## src/rtl/snake_pkg.sv

```systemverilog
// Shared types, constants and helpers for the snake head controller.
package snake_pkg;

  localparam int unsigned POS_W = 10;

  typedef enum logic [1:0] {
    UP    = 2'd0,
    DOWN  = 2'd1,
    LEFT  = 2'd2,
    RIGHT = 2'd3
  } dir_t;

  typedef enum logic [1:0] {
    IDLE   = 2'd0,
    RUN    = 2'd1,
    PAUSED = 2'd2,
    DEAD   = 2'd3
  } state_t;

  localparam int unsigned WALL_BOUNCE = 0;
  localparam int unsigned WALL_WRAP   = 1;
  localparam int unsigned WALL_STOP   = 2;

  localparam logic [7:0] KEYCODE_UP    = 8'd26;
  localparam logic [7:0] KEYCODE_DOWN  = 8'd22;
  localparam logic [7:0] KEYCODE_LEFT  = 8'd4;
  localparam logic [7:0] KEYCODE_RIGHT = 8'd7;

  // Direction pointing the opposite way along the same axis.
  function automatic dir_t reverse_of(input dir_t d);
    case (d)
      UP:      return DOWN;
      DOWN:    return UP;
      LEFT:    return RIGHT;
      default: return LEFT;
    endcase
  endfunction

endpackage

```

## src/rtl/move_tick_div.sv

```systemverilog
// Free-running 0..DIV-1 counter; tick_c marks the enabled terminal-count cycle.
module move_tick_div #(
  parameter int unsigned DIV = 4
) (
  input  logic clk,
  input  logic rst,
  input  logic en,
  output logic tick_c
);

  localparam int unsigned CNT_W = (DIV > 1) ? $clog2(DIV) : 1;
  localparam logic [CNT_W-1:0] LAST = CNT_W'(DIV - 1);

  logic [CNT_W-1:0] cnt;

  assign tick_c = en && (cnt == LAST);

  // Count only while enabled; the value holds otherwise.
  always_ff @(posedge clk) begin
    if (rst) begin
      cnt <= '0;
    end else if (en) begin
      cnt <= (cnt == LAST) ? '0 : cnt + CNT_W'(1);
    end
  end

endmodule

```

## src/rtl/snake_head_ctrl.sv

```systemverilog
// Head position controller: keycode steering, move-rate divider, wall handling.
module snake_head_ctrl
  import snake_pkg::*;
#(
  parameter int unsigned X_MIN     = 0,
  parameter int unsigned X_MAX     = 639,
  parameter int unsigned Y_MIN     = 0,
  parameter int unsigned Y_MAX     = 479,
  parameter int unsigned X_CENTER  = 320,
  parameter int unsigned Y_CENTER  = 240,
  parameter int unsigned STEP      = 4,
  parameter int unsigned SIZE      = 4,
  parameter int unsigned MOVE_DIV  = 4,
  parameter int unsigned WALL_MODE = 0,
  parameter logic [7:0]  KEY_UP    = KEYCODE_UP,
  parameter logic [7:0]  KEY_DOWN  = KEYCODE_DOWN,
  parameter logic [7:0]  KEY_LEFT  = KEYCODE_LEFT,
  parameter logic [7:0]  KEY_RIGHT = KEYCODE_RIGHT
) (
  input  logic       frame_clk,
  input  logic       Reset,
  input  logic [7:0] keycode,
  input  logic       pause,
  output logic [9:0] HeadX,
  output logic [9:0] HeadY,
  output logic [9:0] HeadS,
  output logic [1:0] dir,
  output logic       moving,
  output logic       move_strobe,
  output logic       hit_wall
);

  localparam int unsigned W  = POS_W;
  localparam int unsigned CW = POS_W + 2;

  localparam logic [CW-1:0] STEP_W  = CW'(STEP);
  localparam logic [CW-1:0] SIZE_W  = CW'(SIZE);
  localparam logic [CW-1:0] X_MIN_W = CW'(X_MIN);
  localparam logic [CW-1:0] X_MAX_W = CW'(X_MAX);
  localparam logic [CW-1:0] Y_MIN_W = CW'(Y_MIN);
  localparam logic [CW-1:0] Y_MAX_W = CW'(Y_MAX);

  if (!(SIZE < (X_MAX - X_MIN) / 2) || !(STEP <= SIZE * 2) || (MOVE_DIV < 1)) begin : g_param_check
    $error("snake_head_ctrl: illegal SIZE/STEP/MOVE_DIV parameters");
  end

  state_t         state, state_n;
  dir_t           dir_q, dir_n;
  dir_t           pend, pend_n;
  logic           pend_vld, pend_vld_n;
  logic [W-1:0]   x_n, y_n;
  logic           strobe_n;

  logic           key_vld, key_ok;
  dir_t           key_dir;
  dir_t           mv_dir;
  logic [CW-1:0]  step_xp, step_xm, step_yp, step_ym;
  logic           x_hi_hit, x_lo_hit, y_hi_hit, y_lo_hit, any_hit;
  logic           div_en, tick;

  assign HeadS  = W'(SIZE);
  assign dir    = dir_q;
  assign div_en = (state == RUN) && !pause;

  move_tick_div #(
    .DIV (MOVE_DIV)
  ) u_div (
    .clk    (frame_clk),
    .rst    (Reset),
    .en     (div_en),
    .tick_c (tick)
  );

  // Keycode to direction; a reverse of the current heading is not legal.
  always_comb begin
    key_vld = 1'b1;
    key_dir = RIGHT;
    if (keycode == KEY_UP)         key_dir = UP;
    else if (keycode == KEY_DOWN)  key_dir = DOWN;
    else if (keycode == KEY_LEFT)  key_dir = LEFT;
    else if (keycode == KEY_RIGHT) key_dir = RIGHT;
    else                           key_vld = 1'b0;
    key_ok = key_vld && (key_dir != reverse_of(dir_q));
  end

  // Move decision and wall detection; bounds compared before any subtract.
  always_comb begin
    mv_dir = dir_q;
    if (key_ok)        mv_dir = key_dir;
    else if (pend_vld) mv_dir = pend;
    step_xp  = (mv_dir == RIGHT) ? STEP_W : '0;
    step_xm  = (mv_dir == LEFT)  ? STEP_W : '0;
    step_yp  = (mv_dir == DOWN)  ? STEP_W : '0;
    step_ym  = (mv_dir == UP)    ? STEP_W : '0;
    x_hi_hit = (CW'(HeadX) + step_xp + SIZE_W) > (X_MAX_W + step_xm);
    x_lo_hit = (CW'(HeadX) + step_xp) < (X_MIN_W + SIZE_W + step_xm);
    y_hi_hit = (CW'(HeadY) + step_yp + SIZE_W) > (Y_MAX_W + step_ym);
    y_lo_hit = (CW'(HeadY) + step_yp) < (Y_MIN_W + SIZE_W + step_ym);
    any_hit  = x_hi_hit || x_lo_hit || y_hi_hit || y_lo_hit;
  end

  // Next state, key latch and position update.
  always_comb begin
    state_n    = state;
    dir_n      = dir_q;
    pend_n     = pend;
    pend_vld_n = pend_vld;
    x_n        = HeadX;
    y_n        = HeadY;
    strobe_n   = 1'b0;
    case (state)
      IDLE: begin
        if (key_vld) begin
          dir_n      = key_dir;
          pend_vld_n = 1'b0;
          state_n    = RUN;
        end
      end
      RUN: begin
        if (key_ok) begin
          pend_n     = key_dir;
          pend_vld_n = 1'b1;
        end
        if (pause) begin
          state_n = PAUSED;
        end else if (tick) begin
          dir_n      = mv_dir;
          pend_vld_n = 1'b0;
          if (!any_hit) begin
            x_n      = HeadX + W'(step_xp) - W'(step_xm);
            y_n      = HeadY + W'(step_yp) - W'(step_ym);
            strobe_n = 1'b1;
          end else if (WALL_MODE == WALL_BOUNCE) begin
            dir_n    = reverse_of(mv_dir);
            x_n      = HeadX - W'(step_xp) + W'(step_xm);
            y_n      = HeadY - W'(step_yp) + W'(step_ym);
            strobe_n = 1'b1;
          end else if (WALL_MODE == WALL_WRAP) begin
            if (x_hi_hit)      x_n = W'(X_MIN + SIZE);
            else if (x_lo_hit) x_n = W'(X_MAX - SIZE);
            if (y_hi_hit)      y_n = W'(Y_MIN + SIZE);
            else if (y_lo_hit) y_n = W'(Y_MAX - SIZE);
            strobe_n = 1'b1;
          end else begin
            state_n = DEAD;
          end
        end
      end
      PAUSED: begin
        if (key_ok) begin
          pend_n     = key_dir;
          pend_vld_n = 1'b1;
        end
        if (!pause) state_n = RUN;
      end
      default: ;
    endcase
  end

  // State and registered outputs; Reset overrides everything.
  always_ff @(posedge frame_clk) begin
    if (Reset) begin
      state       <= IDLE;
      dir_q       <= RIGHT;
      pend        <= RIGHT;
      pend_vld    <= 1'b0;
      HeadX       <= W'(X_CENTER);
      HeadY       <= W'(Y_CENTER);
      moving      <= 1'b0;
      move_strobe <= 1'b0;
      hit_wall    <= 1'b0;
    end else begin
      state       <= state_n;
      dir_q       <= dir_n;
      pend        <= pend_n;
      pend_vld    <= pend_vld_n;
      HeadX       <= x_n;
      HeadY       <= y_n;
      moving      <= (state_n == RUN);
      move_strobe <= strobe_n;
      hit_wall    <= (state_n == DEAD);
    end
  end

endmodule

```

## config.mk

```make
export PLATFORM = sky130hd
export DESIGN_NAME = snake_head_ctrl
export DESIGN_NICKNAME = d
export VERILOG_FILES = /design/src/rtl/snake_pkg.sv /design/src/rtl/move_tick_div.sv /design/src/rtl/snake_head_ctrl.sv
export SDC_FILE = /design/constraint.sdc
export NUM_CORES = 1
export LEC_CHECK = 0
export BUFFER_PORTS_ARGS = -buffer_cell sky130_fd_sc_hd__buf_2
export CORE_UTILIZATION = 45
export CTS_CLUSTER_SIZE = 12
export DETAILED_ROUTE_END_ITERATION = 12
export HOLD_SLACK_MARGIN = 0.12
export PLACE_DENSITY_LB_ADDON = 0.3
export SLEW_MARGIN = 20
export SYNTH_ARGS = -nofsm -noshare
export SYNTH_HDL_FRONTEND = slang
export SYNTH_HIERARCHICAL = 1
export SYNTH_SLANG_ARGS = --single-unit
```

## constraint.sdc

```tcl
create_clock -name frame_clk -period 15.74 [get_ports frame_clk]
set_clock_uncertainty 0.2 [all_clocks]
set_input_delay 3.148 -clock frame_clk [delete_from_list [all_inputs] [get_ports frame_clk]]
set_output_delay 3.148 -clock frame_clk [all_outputs]
set_load 0.01 [all_outputs]
```

# Word-level counts from Yosys, hierarchy flattened
# Index checks and enable logic that the tools add are counted.
[totals]
inputBits = 11
n_memories = 0
ramBits = 0
latchBits = 0
mem_bits_ro = 0
reg_bits = 32
[op_classes]
eq_ne = 18
n_div = 0
n_shift = 0
addsub = 17
n_reduce_logical = 18
order_cmp = 4
bitwise = 2
n_mux = 33
n_mul = 0
[op_table]
columns = ["operator", "n"]
rows = [
  ["10-bit by 3-bit adder with 10-bit output", 4],
  ["10-bit by 3-bit subtractor with 10-bit output", 4],
  ["12-bit by 3-bit adder with 12-bit output (second input constant)", 2],
  ["2-bit two-way mux", 12],
  ["10-bit by 3-bit adder with 11-bit output", 2],
  ["11-bit by 4-bit < comparator with 1-bit output", 2],
  ["10-bit two-way mux", 2],
  ["2-bit case mux with 3 select lines", 3],
  ["8-bit by 3-bit equality test with 1-bit output (second input constant)", 2],
  ["8-bit by 5-bit equality test with 1-bit output (second input constant)", 2],
  ["2-bit equality test (second input constant)", 6],
  ["12-bit by 10-bit greater-than comparator with 1-bit output", 1],
  ["12-bit by 11-bit greater-than comparator with 1-bit output", 1],
  ["3-bit two-way mux", 4],
  ["10-bit by 3-bit adder with 11-bit output (first input constant)", 1],
  ["9-bit by 3-bit adder with 10-bit output (first input constant)", 1],
  ["1-bit two-way mux", 10],
  ["3-bit by 3-bit adder with 4-bit output (first input constant)", 2],
  ["2-bit by 1-bit equality test with 1-bit output (second input constant)", 4],
  ["2-bit logical NOT", 3],
  ["2-bit inequality test (second input constant)", 3],
  ["2-bit case mux with 2 select lines", 1],
  ["2-bit AND reduction", 2],
  ["4-bit AND reduction", 1],
  ["other kinds (12)", 17],
]

# Logic depth before layout (Yosys ltp)
[logic_depth]
ltp_word = 19
ltp_mapped = 26
ltp_nobuf = 24

# Cells and area by module
# The synthesis kept the hierarchy.
[by_module_without_submodules]
columns = ["mod", "n_inst", "seq_area_each_um2", "area_each_um2", "cells_per_inst"]
rows = [
  ["snake_head_ctrl", 1, 520.5, 3572.2, 449],
  ["move_tick_div", 1, 40.0, 92.6, 9],
]

# Worst setup path before layout
# No wires, ideal clock.
[synth_path]
path_kind = "in2reg"
from = "input port keycode[5]"
to = "register HeadX[7]"
path_stages = 22
arrival_ns = 8.118
path_buffers = 0
slack_ns = 7.327
setup_ns = 0.095
cell_sequence = "or3_1 o41a_1 a221oi_1 o31ai_1 nor3b_4 nor2_1 ha_1 inv_1 o41a_1 nor4_1 nor2_1 ha_1 or3_1 o211ai_1 nor2_1 o21ai_0 nand3_4 nor4b_4 o31ai_2 a21oi_2 or4_1 o311ai_1"
[synth_via]
elab_chain_len = 16
word_cells_on_any_way = 42
cone_classes = "12 x add/sub; 4 x order compare; 8 x eq/ne; 13 x mux; 5 x reduce/logical"
[synth_lines]
columns = ["item", "line_no", "text"]
rows = [
  ["start: declaration", "snake_head_ctrl.sv:22", "input logic [7:0] keycode,"],
  ["8-bit by 3-bit equality test with 1-bit output (on tied branches)", "snake_head_ctrl.sv:80, snake_head_ctrl.sv:81", ""],
  ["1-bit two-way mux (on tied branches)", "snake_head_ctrl.sv:80, snake_head_ctrl.sv:81", ""],
  ["2-bit two-way mux or 1-bit two-way mux (tied branches)", "snake_head_ctrl.sv:79, snake_head_ctrl.sv:80", ""],
  ["2-bit two-way mux or 1-bit two-way mux (tied branches)", "snake_head_ctrl.sv:78, snake_head_ctrl.sv:79", ""],
  ["2-bit inequality test or 1-bit two-way mux (tied branches)", "snake_head_ctrl.sv:83, snake_head_ctrl.sv:78", ""],
  ["1-bit logical AND", "snake_head_ctrl.sv:83", "key_ok = key_vld && (key_dir != reverse_of(dir_q));"],
  ["2-bit two-way mux (*)", "snake_head_ctrl.sv:89", "if (key_ok) mv_dir = key_dir;"],
  ["2-bit equality test", "snake_head_ctrl.sv:91", "step_xp = (mv_dir == RIGHT) ? STEP_W : '0;"],
  ["3-bit two-way mux", "snake_head_ctrl.sv:91", ""],
  ["10-bit by 3-bit adder with 11-bit output", "snake_head_ctrl.sv:95, snake_head_ctrl.sv:96", ""],
  ["12-bit by 3-bit adder with 12-bit output", "snake_head_ctrl.sv:95", "x_hi_hit = (CW'(HeadX) + step_xp + SIZE_W) > (X_MAX_W + step_xm);"],
  ["12-bit by 11-bit greater-than comparator with 1-bit output", "snake_head_ctrl.sv:95", ""],
  ["1-bit logical OR (3 in series)", "snake_head_ctrl.sv:99", "any_hit = x_hi_hit || x_lo_hit || y_hi_hit || y_lo_hit;"],
  ["10-bit two-way mux (*)", "snake_head_ctrl.sv:129", "if (!any_hit) begin"],
  ["end signal: assignment", "snake_head_ctrl.sv:167", "HeadX <= W'(X_CENTER);"],
  ["end signal: assignment", "snake_head_ctrl.sv:177", "HeadX <= x_n;"],
  ["end: declaration", "snake_head_ctrl.sv:24", "output logic [9:0] HeadX,"],
]
# Every way passes the cells marked *; elsewhere a longest branch is shown, timed or not.
# A chain may end at the register's enable or synchronous reset.

# Worst setup path after layout
[layout_path]
from = "input port keycode[3]"
to = "register HeadX[7]"
# The elaborated chain is that of the path after synthesis.

==> flow_metrics.tcl <==
set metrics [dict create \
    switching_share_pct 23.7 \
    drive_gt1_share_pct 10.4 \
    maxCapViolCount 0 \
    drt_first_pass_iters 4 \
    synth_ff_type "dfxtp_1" \
    nNetsFinal 552 \
    cts_resized 0 \
    crit_required_ns 15.72 \
    p_int_uw 110 \
    cts_hold_buffers 0 \
    drtAntennaViolNets 0 \
    wirelength_microns 7780 \
    fmax_ghz 0.110 \
    place_congestion 0.898 \
    seqPwrFrac_pct 49.7 \
    start_util_pct 46.9 \
    path_class "input port to flop" \
    synthSimpleGateAreaFrac_pct 22.2 \
    worstSkewPairLatency_ns 0.28 \
    ys_ff_latch 28 \
    vias 3262 \
    yosysTopAreaCell "ha_1" \
    synth_cell_types 71 \
    synth_top_family_by_area "simple AND/OR/NAND/NOR gates" \
    grt_util_all_layers_pct 18.9 \
    wl_per_cell_microns 13.4 \
    root_buffer "clkbuf_8" \
    start_kind "input port" \
    core_sq_mm 0.00781 \
    holdWs_ns 0.293 \
    async_flop_share_pct 0 \
    status "finished, final reports clean" \
    leakage_uw 0.00170 \
    final_util_pct 50.2 \
    cp-end-kind "flop" \
    cts_num_sinks 28 \
    vias_per_cell 5.60 \
    synth_xor_area_share_pct 7.85 \
    cts_tree "done" \
    num-fill-cells 749 \
    rsz0062_at_grt "no" \
    die_y_microns 92.2 \
    relSlewSlack_pct 45.7 \
    grt-ovfl-total 0 \
    power_frac_comb_pct 9.3 \
    initialDrtViolationCount 146 \
    period_share_pct 57.6 \
    yosysSeqAreaShare_pct 15.3 \
    synthAdderAreaFrac_pct 21.3 \
    hpwl_microns 6200 \
    num_rows 32 \
    syn2layout_area_growth_pct 6.86 \
    drc 0 \
    period_minus_slack_ns 9.07 \
    die-area_sq_mm 0.00851 \
    final_max_slew_viol_count 0 \
    io_buffers 31 \
    synth_top_area_share_pct 19.1 \
    power.density_mw_per_mm2 36.8 \
    tns_ns 0 \
    antenna_cells 0 \
    io_pins 46 \
    cts.htree.levels 1 \
    crit_arrival_ns 9.05 \
    syn-instance-count 458 \
    ys_warn_count 6 \
    syn_area_sq_mm 0.00366 \
    cp_max_fo 18 \
    grt_max_degree 24 \
    finalHoldViolations 0 \
    dp_cells 578 \
    grt_pass1_vias 3054 \
    worst_slew_pin_slew_ns 0.815 \
    setup_viol 0 \
    fp.dieW_microns 92.2 \
    avgSynthCellArea_sq_um 8.00 \
    cts_max_path_buffers 2 \
    synth_edf_count 0 \
    grt_pass1_wl_microns 13600 \
    yosys-mux-area-fraction_pct 3.58 \
    synth_area_leaders "ha_1, dfxtp_1, xnor2_1, a21oi_1, nor2_1" \
    synth_compound_area_share_pct 21.9 \
    path_clk_slew_ns 0.10 \
    finalNonFillerCells 582 \
    post_cts_buffers 0 \
    antenna_found_initial 0 \
    irDropWorstVdd_v 0.0000295 \
    power_frac_clock_pct 41.0 \
    p_switching_uw 34.1 \
    numCtsBuffers 3 \
    hp-class "flop to flop" \
]
==> worst paths after layout <==
| check | start | cells past startpoint | slack, ns | endpoint |
|---|---|---|---|---|
| worst max-delay path | keycode[3] | 23 | 6.67 | HeadX[7]$_SDFFE_PP0P_ |
| worst min-delay path | u_div/cnt[0]$_SDFFE_PP0P_ | 2 | 0.29 | u_div/cnt[0]$_SDFFE_PP0P_ |
| worst max register to register | dir[0]$_SDFFE_PP1P_ | 23 | 9.62 | HeadX[7]$_SDFFE_PP0P_ |
| worst min register to register | u_div/cnt[0]$_SDFFE_PP0P_ | 2 | 0.29 | u_div/cnt[0]$_SDFFE_PP0P_ |
==> critical path, cell delays in order <==
cell      delay [ns]
buf_2           0.14
nor4b_1         0.59
o211ai_1        0.26
a221oi_1        0.30
o31ai_1         0.16
nor3b_4         0.38
nor2_1          0.11
ha_1            0.33
inv_1           0.08
o41a_1          0.45
nor4_1          0.45
nor2_1          0.09
ha_1            0.23
or3_1           0.32
o211ai_1        0.14
nor2_1          0.08
o21ai_0         0.30
nand3_4         0.28
nor4b_4         0.22
o31ai_2         0.28
a21oi_2         0.11
or4_1           0.48
o311ai_1        0.11
==> Yosys cell counts, types with 3 or more instances <==
cell type	n
ha_1	56
nor2_1	39
inv_1	33
a21oi_1	30
dfxtp_1	28
nand2_1	27
xnor2_1	19
o21ai_0	18
buf_4	15
nor3_1	13
mux2i_1	12
xor2_1	12
clkbuf_1	9
a211oi_1	8
o211ai_1	8
a211o_1	7
and2_1	7
nand2b_1	7
nand3_1	7
and3_1	6
a21o_1	5
nand4_1	5
nor4_1	5
o31ai_1	5
a31oi_1	4
and3b_1	4
fa_1	4
nor3b_1	4
or4_1	3
==> power by group through the flow <==
stage,Sequential (uW),Clock [uW],Combinational (uW)
2_1_floorplan,73.2,0,11.7
3_3_place_gp,73.2,0,13.1
3_5_place_dp,73.2,0,13.3
4_1_cts,71.6,60.7,13.3
5_1_grt,71.7,62.6,15.1
6_report,71.6,59.0,13.4
==> routing by layer <==
| layer | part of all wire (%) | wire length (microns) | GRT usage (%) |
|---|---|---|---|
| met1 | 48 | 3750 | 24.7 |
| met4 | 0.94 | 73 | 3.91 |
| met3 | 2.7 | 207 | 1.24 |
| met5 | 0 | 0 | 0 |
| met2 | 48 | 3750 | 34.1 |
==> cells in the final DEF, fill, tap and decap left out, types with 8 or more instances in the layout <==
cell,instances
a211oi_1,8
nor2_1,39
dfxtp_1,28
buf_2,31
inv_1,33
o211ai_1,8
mux2i_1,12
a21oi_1,30
conb_1,14
nand2_1,27
o21ai_0,18
xor2_1,12
ha_1,56
nor3_1,13
xnor2_1,19
==> stage by stage <==
step                      power [uW]  instance area [sq um]  worst slack [ns]
after floorplan                 84.9                   3710              7.33
after global routing             149                   3920              6.18
final                            144                   3920              6.67
after detailed placement        86.4                   3840              6.42
after CTS                        146                   3920              6.71
after global placement          86.3                   3840              6.71
==> cells by family (layout without fill, tap and decap cells) <==
logic type,Yosys count,count (layout)
DFF,28,28
other,2,14
muxes,13,13
and+or+nand+nor,147,147
xor gates and xnor gates,32,32
buffers and inverters,60,70
adders and majority gates,60,60
AOI/OAI and AO/OA,116,116
==> layout make-up <==
cell class              instances  area [sq um]  area share [%]
clock buffers                   3          41.3            1.05
clock inverters                 1          30.0           0.767
inverters                      34           128            3.26
multi-input cells             382          2870            73.2
flip-flops and latches         28           561            14.3
well taps                     102           128            3.26
repair buffers                 32           163            4.15
==> state kept, by name, indices dropped and copies added (netlist names) <==
| register | count |
|---|---|
| HeadX | 8 |
| HeadY | 8 |
| dir | 2 |
| hit_wall | 1 |
| move_strobe | 1 |
| moving | 1 |
| pend | 2 |
| pend_vld | 1 |
| state | 2 |
| u_div/cnt | 2 |
Note: power is estimated with default switching activity, not from simulation.
